**src/rtl/sram_ctrl_pkg.sv**
```systemverilog
// Shared definitions for the two-port SRAM arbiter: FSM encodings, widths, port ids.
// Pure declarations, no logic and no latency.
// No flow control of its own.
package sram_ctrl_pkg;

  localparam int ADDR_W     = 5;
  localparam int MEM_ADDR_W = 8;
  localparam int DATA_W     = 8;

  // Requester identity, also used as the last-grant / owner encoding.
  localparam logic PORT_A = 1'b0;
  localparam logic PORT_B = 1'b1;

  typedef enum logic [1:0] {
    IDLE   = 2'd0,
    ACCESS = 2'd1,
    RESP   = 2'd2
  } state_t;

  // The SRAM is wider than the 32-word window we expose, so the upper
  // address bits are always driven to zero.
  function automatic logic [MEM_ADDR_W-1:0] mem_addr(input logic [ADDR_W-1:0] addr);
    return {{(MEM_ADDR_W - ADDR_W){1'b0}}, addr};
  endfunction

endpackage

```
**src/rtl/sram_rr_pick2.sv**
```systemverilog
// Two-way round-robin picker: chooses A or B among active requests.
// Purely combinational, zero latency.
// No backpressure; the caller decides when the choice is consumed.
module sram_rr_pick2
  import sram_ctrl_pkg::*;
(
  input  logic a_req,
  input  logic b_req,
  input  logic last_gnt,
  output logic winner
);

  // A lone requester always wins; on a tie the port not granted last wins.
  always_comb begin
    winner = PORT_A;
    if (a_req && b_req) begin
      winner = (last_gnt == PORT_A) ? PORT_B : PORT_A;
    end else if (b_req) begin
      winner = PORT_B;
    end
  end

endmodule

```
**src/rtl/sram_arb_2p.sv**
```systemverilog
// Two-port arbiter serialising A/B word accesses onto one SRAM, with timeout.
// Latency: gnt one cycle after request sampled, done one cycle after memory done (3 cycles min).
// Backpressure: requests are held until gnt; only sampled in IDLE, dropped requests are ignored.
module sram_arb_2p
  import sram_ctrl_pkg::*;
#(
  parameter int TIMEOUT = 15
) (
  input  logic                  clk,
  input  logic                  rst,

  input  logic                  a_req,
  input  logic                  a_we,
  input  logic [ADDR_W-1:0]     a_addr,
  input  logic [DATA_W-1:0]     a_wdata,
  output logic                  a_gnt,
  output logic                  a_done,
  output logic [DATA_W-1:0]     a_rdata,
  output logic                  a_err,

  input  logic                  b_req,
  input  logic                  b_we,
  input  logic [ADDR_W-1:0]     b_addr,
  input  logic [DATA_W-1:0]     b_wdata,
  output logic                  b_gnt,
  output logic                  b_done,
  output logic [DATA_W-1:0]     b_rdata,
  output logic                  b_err,

  output logic                  mem_read,
  output logic                  mem_write,
  output logic [MEM_ADDR_W-1:0] mem_read_addr,
  output logic [MEM_ADDR_W-1:0] mem_write_addr,
  output logic [DATA_W-1:0]     mem_wr_data,
  input  logic [DATA_W-1:0]     mem_rd_data,
  input  logic                  mem_rd_done,
  input  logic                  mem_wr_done
);

  // Counter is at least 4 bits, wider only if TIMEOUT needs it.
  localparam int CNT_W = ($clog2(TIMEOUT + 1) > 4) ? $clog2(TIMEOUT + 1) : 4;

  state_t              state;
  state_t              state_nxt;

  logic                last_gnt;
  logic                winner;
  logic                owner;

  logic                we_q;
  logic [ADDR_W-1:0]   addr_q;
  logic [DATA_W-1:0]   wdata_q;
  logic [CNT_W-1:0]    cnt;

  logic                take;
  logic                fin_ok;
  logic                fin_to;
  logic [DATA_W-1:0]   rsp_data;

  sram_rr_pick2 u_pick (
    .a_req    (a_req),
    .b_req    (b_req),
    .last_gnt (last_gnt),
    .winner   (winner)
  );

  // State register; reset aborts any access in flight.
  always_ff @(posedge clk or posedge rst) begin
    if (rst) begin
      state <= IDLE;
    end else begin
      state <= state_nxt;
    end
  end

  // Next state plus the transaction events that the datapath registers act on.
  // Only the done input matching the latched direction is looked at.
  always_comb begin
    state_nxt = state;
    take      = 1'b0;
    fin_ok    = 1'b0;
    fin_to    = 1'b0;
    case (state)
      IDLE: begin
        if (a_req || b_req) begin
          take      = 1'b1;
          state_nxt = ACCESS;
        end
      end
      ACCESS: begin
        if (we_q ? mem_wr_done : mem_rd_done) begin
          fin_ok    = 1'b1;
          state_nxt = RESP;
        end else if (cnt == CNT_W'(TIMEOUT - 1)) begin
          fin_to    = 1'b1;
          state_nxt = RESP;
        end
      end
      RESP: begin
        state_nxt = IDLE;
      end
      default: begin
        state_nxt = IDLE;
      end
    endcase
  end

  // Read data is only meaningful for a successful read; writes and timeouts return zero.
  always_comb begin
    rsp_data = '0;
    if (fin_ok && !we_q) begin
      rsp_data = mem_rd_data;
    end
  end

  // Latch the winner's command when it is accepted and remember who got the grant.
  always_ff @(posedge clk or posedge rst) begin
    if (rst) begin
      last_gnt <= PORT_B;
      owner    <= PORT_A;
      we_q     <= 1'b0;
      addr_q   <= '0;
      wdata_q  <= '0;
    end else if (take) begin
      last_gnt <= winner;
      owner    <= winner;
      we_q     <= (winner == PORT_B) ? b_we    : a_we;
      addr_q   <= (winner == PORT_B) ? b_addr  : a_addr;
      wdata_q  <= (winner == PORT_B) ? b_wdata : a_wdata;
    end
  end

  // Grant pulses during the first ACCESS cycle only.
  always_ff @(posedge clk or posedge rst) begin
    if (rst) begin
      a_gnt <= 1'b0;
      b_gnt <= 1'b0;
    end else begin
      a_gnt <= take && (winner == PORT_A);
      b_gnt <= take && (winner == PORT_B);
    end
  end

  // Count elapsed ACCESS cycles; saturates so a huge TIMEOUT cannot wrap it.
  always_ff @(posedge clk or posedge rst) begin
    if (rst) begin
      cnt <= '0;
    end else if (state != ACCESS) begin
      cnt <= '0;
    end else if (cnt != {CNT_W{1'b1}}) begin
      cnt <= cnt + 1'b1;
    end
  end

  // Completion: done pulses in RESP; rdata/err are held per port until that port's next done.
  always_ff @(posedge clk or posedge rst) begin
    if (rst) begin
      a_done  <= 1'b0;
      b_done  <= 1'b0;
      a_err   <= 1'b0;
      b_err   <= 1'b0;
      a_rdata <= '0;
      b_rdata <= '0;
    end else begin
      a_done <= 1'b0;
      b_done <= 1'b0;
      if (fin_ok || fin_to) begin
        if (owner == PORT_A) begin
          a_done  <= 1'b1;
          a_err   <= fin_to;
          a_rdata <= rsp_data;
        end else begin
          b_done  <= 1'b1;
          b_err   <= fin_to;
          b_rdata <= rsp_data;
        end
      end
    end
  end

  // Strobes decode straight from state so an asynchronous reset drops them at once.
  assign mem_read       = (state == ACCESS) && !we_q;
  assign mem_write      = (state == ACCESS) &&  we_q;
  assign mem_read_addr  = mem_addr(addr_q);
  assign mem_write_addr = mem_addr(addr_q);
  assign mem_wr_data    = wdata_q;

  // Structural invariants of the arbiter.
  a_strobe_excl: assert property (@(posedge clk) disable iff (rst) !(mem_read && mem_write));
  a_gnt_excl:    assert property (@(posedge clk) disable iff (rst) !(a_gnt && b_gnt));
  a_done_excl:   assert property (@(posedge clk) disable iff (rst) !(a_done && b_done));

endmodule

```
**config.mk**
```make
export PLATFORM = sky130hd
export DESIGN_NAME = sram_arb_2p
export DESIGN_NICKNAME = d
export VERILOG_FILES = /design/src/rtl/sram_ctrl_pkg.sv /design/src/rtl/sram_rr_pick2.sv /design/src/rtl/sram_arb_2p.sv
export SDC_FILE = /design/constraint.sdc
export NUM_CORES = 1
export LEC_CHECK = 0
export ABC_AREA = 1
export CAP_MARGIN = 20
export CORE_ASPECT_RATIO = 1.2
export CORE_MARGIN = 1
export CORE_UTILIZATION = 46
export DETAILED_ROUTE_END_ITERATION = 10
export PLACE_DENSITY = 0.91
export SETUP_SLACK_MARGIN = 0.5
export SKIP_LAST_GASP = 1
export SLEW_MARGIN = 30
export SYNTH_ARGS = -nofsm -noshare
export SYNTH_HDL_FRONTEND = slang
export SYNTH_HIERARCHICAL = 1
export SYNTH_SLANG_ARGS = --single-unit
```
**constraint.sdc**
```tcl
create_clock -name clk -period 2.3 [get_ports clk]
set_clock_uncertainty 0.1 [all_clocks]
set_input_delay 0.345 -clock clk [delete_from_list [all_inputs] [get_ports clk]]
set_output_delay 0.345 -clock clk [all_outputs]
set_load 0.005 [all_outputs]
```
# Word-level counts from Yosys, hierarchy flattened

Index checks and enable logic that the tools add are counted.

Add/subtract/negate cells: 1
Equality and inequality tests: 6
Multiplexer cells: 25
Bitwise logic cells: 2
Reductions and logical operators: 14

Operators with widths:

| operator            | count |
|---|---|
| $mux 1              | 16 |
| $mux 8              | 2 |
| $mux 4              | 2 |
| $logic_and 1x1->1   | 6 |
| $mux 2              | 3 |
| $reduce_and 2->1    | 3 |
| $mux 5              | 1 |
| $add 4x1->4 const B | 1 |
| $eq 4x4->1 const B  | 1 |
| $ne 4x4->1 const B  | 1 |
| $pmux 2 s2          | 1 |
| $ne 3x3->1 const B  | 1 |
| $eq 2x1->1 const B  | 1 |
| $logic_not 2->1     | 1 |
| $logic_or 1x1->1    | 2 |
| $ne 2x1->1 const B  | 1 |
| $ne 2x2->1 const B  | 1 |
| $not 1->1           | 2 |
| $reduce_bool 2->1   | 1 |
| $logic_not 1->1     | 1 |

Flip-flop bits (word level): 44
Input port bits: 42
Output and inout bits: 48
Logic and storage cells: 63

# Longest topological paths before layout

Depth in word-level cells: 6
Mapped depth: 7
Mapped depth without buffers: 7

# Cells and area by module

Netlist, hierarchy kept.

By module, submodules not included:

| module        | instances | cells each | area an instance (um^2) | sequential area each (um^2) |
|---|---|---|---|---|
| sram_arb_2p   | 1         | 228        | 2110.8                  | 1102.3 |
| sram_rr_pick2 | 1         | 2          | 12.5                    | 0.0 |

# Least setup slack after synthesis

Ideal clock, no wire load.

Path kind: reg-to-reg
From: register cnt[0]
To: register b_rdata[0]
Setup time: 0.118 ns
Arrival: 1.110 ns
Required time: 2.082 ns
Setup slack: 0.972 ns
Stages on the path, launching flop included: 8
Buffers on the path: 0
Period minus slack after synthesis: 1.328 ns
Path through: dfrtp_1 -> inv_1 -> ha_1 -> nand3_1 -> nand3_1 -> nand3_2 -> nand2_1 -> nand2_1

Longest elaborated chain between the ends: 6

Ends and longest elaborated chain:

| element                    | line               | RTL |
|---|---|---|
| from (decl)                | sram_arb_2p.sv:53  | `logic [CNT_W-1:0] cnt;` |
| from (signal assigned)     | sram_arb_2p.sv:151 | `cnt <= cnt + 1'b1;` |
| $eq 4x4->1                 | sram_arb_2p.sv:94  | `end else if (cnt == CNT_W'(TIMEOUT - 1)) begin` |
| $mux 1                     | sram_arb_2p.sv:94  |  |
| $mux 1                     | sram_arb_2p.sv:91  | `if (we_q ? mem_wr_done : mem_rd_done) begin` |
| $mux 1                     | sram_arb_2p.sv:83  | `case (state)` |
| $logic_or 1x1->1           | sram_arb_2p.sv:167 | `if (fin_ok \|\| fin_to) begin` |
| $reduce_and 2->1 (no line) | -                  |  |
| to (signal assigned)       | sram_arb_2p.sv:175 | `b_rdata <= rsp_data;` |
| to (decl)                  | sram_arb_2p.sv:27  | `output logic [DATA_W-1:0] b_rdata,` |

Every way passes these cells.
A chain may end at the register's enable or synchronous reset.

# Worst setup path after layout

From: register we_q
To: output mem_write

Longest elaborated chain between the ends: 1

Ends and longest elaborated chain:

| element                | line               | RTL |
|---|---|---|
| from (decl)            | sram_arb_2p.sv:50  | `logic we_q;` |
| from (signal assigned) | sram_arb_2p.sv:127 | `we_q <= (winner == PORT_B) ? b_we : a_we;` |
| $logic_and 1x1->1      | sram_arb_2p.sv:183 | `assign mem_write = (state == ACCESS) && we_q;` |
| to (decl)              | sram_arb_2p.sv:31  | `output logic mem_write,` |

Every way passes these cells.

==> run summary <==
The run finished with clean final reports. The placed instance count is roughly 360. With fillers left out, the area of the finished cells amounts to 0.00303 mm2. The clock tree root buffer cell is clkbuf_8. The number of DRC violations after detailed routing came out at 0. The detailed-route vias per instance is ~4.9. Traced cell by cell, the critical path runs through inv_2 > nor2_1 > dlygate4sd2_1. After clock tree synthesis, the clock-pin slew on the worst setup and hold paths is 0.08 ns.

The max-slew violation count is 0. The horizontal die dimension is 64.0 um. The vias after detailed routing is between 1,500 and 2,000. The number of buffer and inverter instances along the worst setup path is 2. The mean routed wirelength per cell is 12.7 um. The number of synthesized register bits came out at between 40 and 50.

The cell area power density is about 1200 mW/mm2. The fraction of synthesized cell area taken by the top area cell type is 50.7%. The floorplan step defined a die boundary enclosing 0.00489 mm2. In this run the standard cell core region covers ~0.0044 mm2. Dividing the final minimum period by the clock period gives 75.1%. The average instance area after synthesis is 9.23 um2. The setup TNS came out at 0 ns. The total number of H-tree levels is 2. The finished layout holds around 370 standard cells, fillers aside. The cell with the largest stage delay on the worst path is dfrtp_1. In the synthesized netlist, the number of instances is 230.

The deepest clock path buffer count is 2. The routability congestion estimate from global placement came out at between 0.7 and 0.8. The initial antenna violation count came out at 0. The effective utilization at floorplan is 48.7%. The remaining global-route overflow is 0. After synthesis, the share of flip-flops with an asynchronous set or reset is 100%. The startpoint type of the worst setup path is a flip-flop. The total of fill cells in the finished design came out at 352. The global-route wire length before repair came out at 7760 um.

The headroom to the max-slew limit came out at 66.4%. Sorting the synthesized cells by area gives the leading types as dfrtp_1, nand2_1, nand3_2. The min-delay analysis places its worst path in the category input port to async pin.

Setup repair after global routing left no endpoint under its margin. In this run the remaining antenna-violating nets after routing total 0. By instance count, the leading cell after synthesis is nand2_1. Across the run, the number of max-cap violations was 0. Derived from the worst setup path, the maximum achievable clock frequency is 579 MHz.

After detailed routing, the total wire length is 4670 um. The number of synthesized flops with an enable pin came out at 0. The number of antenna diodes in the final layout is 0. The mapped netlist covers 0.00212 mm2. The synthesized design spends more area on one cell type than any other, namely dfrtp_1. The most used flip-flop cell after synthesis is dfrtp_1. The proportion of layout cells with a drive suffix above 1 came out at between 10 and 15%. The number of placement rows is 26. The largest fanout on the critical path came out at 19. The pin count of the biggest net entering global routing came out at 26. The worst setup path is of the flip-flop to output port kind. TritonCTS built the clock tree.

For the worst-skew pair, the clock arrives at the later sink with an insertion delay of 0.28 ns. The critical path data required time is 1.86 ns. The number of top-level design ports is 90. STA classifies the critical path endpoint as an output port. Measured on the finished design, the core utilization comes to a little over two thirds. The number of CTS-inserted buffers came out at 5.

The transition time at the pin with the least slew margin is 0.504 ns. The overall global routing resource usage came out at ~20%. Across the VDD grid, the largest voltage drop is between 0.6 and 0.7 mV.

The pre-antenna-repair detailed-routing pass consisted of 5 iterations. The placed instances occupy a cell area of just under 0.003 mm2. The number of endpoints with negative hold slack in the final report came out at 0. The minimum clock period after layout is 1.73 ns. The y dimension of the die came out at 76.4 um. The net count of the finished layout is about 360. Setup violations remaining at the end of the flow were counted as 0. The standby leakage power is 1.48 nW.

The distinct cell type count of the synthesized netlist is 26. The layout-stage area growth over the synthesis result came out at 42.9%. After layout, the design draws a total of 3.51 mW. Clock tree synthesis found a total of 44 sinks.

The half-perimeter wire length after placement came out at 3580 um. The via count of the first global-routing pass was 1,747. The setup slack of the worst register-to-register path came out at 0.70 ns. By count the netlist is led by nand2_1, dfrtp_1, nand4_1. On the worst path, the slowest cell contributes a delay of 0.40 ns. The number of I/O port buffers came out at 83. Yosys printed 6 warnings.

The kind of cell adding the most delay to the critical path is buffers and inverters. Of the synthesized area, sequential elements account for 51.9%. The data arrival time of the critical path is 1.28 ns. After the first detailed-routing iteration, the DRC count stood at 88.
timing repair:
item,in CTS,in global routing
setup endpoints to repair,2,0
hold buffers,0,0
gates resized for setup,3,0
buffers inserted,4,0
area by class of cell:
class                      instances  area [um2]  area share (%)
clock buffer                       7        86.3            2.85
sequential                        44        1100            36.4
clock inverter                     1        7.51           0.247
inverter                          16        60.1            1.98
multi-input combinational        156         821            27.1
timing repair buffer              89         886            29.2
tap                               56        70.1            2.31
power breakdown:
group,total [mW],internal (mW),leakage [nW],switching (mW)
logic,1.70,0.901,0.880,0.800
registers,1.32,1.09,0.559,0.223
clock network,0.490,0.244,0.0445,0.246
total,3.51,2.24,1.48,1.27
kinds of logic after synthesis:
| group | after synthesis | synth area share (%) |
|---|---|---|
| AO/OA/AOI/OAI | 11 | 3.06 |
| AND/OR/NAND/NOR | 137 | 33.4 |
| adder cells (fa/ha/maj) | 2 | 1.18 |
| buffers and inverters | 35 | 10.3 |
| other | 1 | 0.177 |
| flip-flops | 44 | 51.9 |
registers in the layout, indices dropped and copies added (netlist names), 2 cells and up:
name and count:
addr_q 5, b_rdata 8, a_rdata 8, cnt 4
state 2, mem_wr_data 8
placed cells by master, fill, tap and decap left out, types with 2 or more instances in the layout:
| cell type | n |
|---|---|
| dfrtp_1 | 42 |
| buf_4 | 5 |
| nor2_1 | 3 |
| conb_1 | 6 |
| nor2_8 | 2 |
| clkbuf_8 | 6 |
| dlygate4sd2_1 | 2 |
| clkdlybuf4s50_1 | 81 |
| ha_1 | 2 |
| inv_1 | 12 |
| nand4_1 | 16 |
| nand3_1 | 10 |
| o21ai_0 | 4 |
| nor2_4 | 2 |
| nand2_1 | 83 |
| nand3_2 | 11 |
| a21oi_1 | 2 |
| nand2_2 | 9 |
| inv_2 | 4 |
worst register-to-register path, cell delays in order (launching register included):
cell	delay, ns
dfrtp_1	0.40
inv_1	0.10
ha_1	0.17
nand3_1	0.11
nand3_1	0.19
nand3_2	0.24
nand2_1	0.12
nand2_1	0.06
routing by layer:
metal | vias up | global-route usage (%) | part of all wire (%)
met4 | 0 | 8.18 | 1.3
li1 | 881 | - | -
met5 | - | 0 | 0
met2 | 90 | 35.3 | 51
met3 | 6 | 7.19 | 8.2
met1 | 844 | 22.7 | 39
stage by stage:
step	hold WS [ns]	setup WS, ns
6_report	0.269	0.572
3_5_place_dp	0.367	0.412
2_1_floorplan	0.355	0.826
3_3_place_gp	0.357	0.454
5_1_grt	0.301	0.516
4_1_cts	0.282	0.572
worst paths after layout:
| path | start | end | depth (start not counted) |
|---|---|---|---|
| worst max-delay path | we_q$_DFFE_PP0P_ | mem_write | 3 |
| worst min-delay path | rst | mem_wr_data[0]$_DFFE_PP0P_ | 2 |
| worst max register to register | cnt[0]$_DFFE_PP0P_ | a_rdata[5]$_DFFE_PP0P_ | 7 |
| worst min register to register | a_rdata[0]$_DFFE_PP0P_ | a_rdata[0]$_DFFE_PP0P_ | 2 |
| max in group asynchronous | rst | state[1]$_DFFE_PP0P_ | 3 |
| min in group clk | a_rdata[0]$_DFFE_PP0P_ | a_rdata[0]$_DFFE_PP0P_ | 2 |
(Power assumes the default switching activity.)
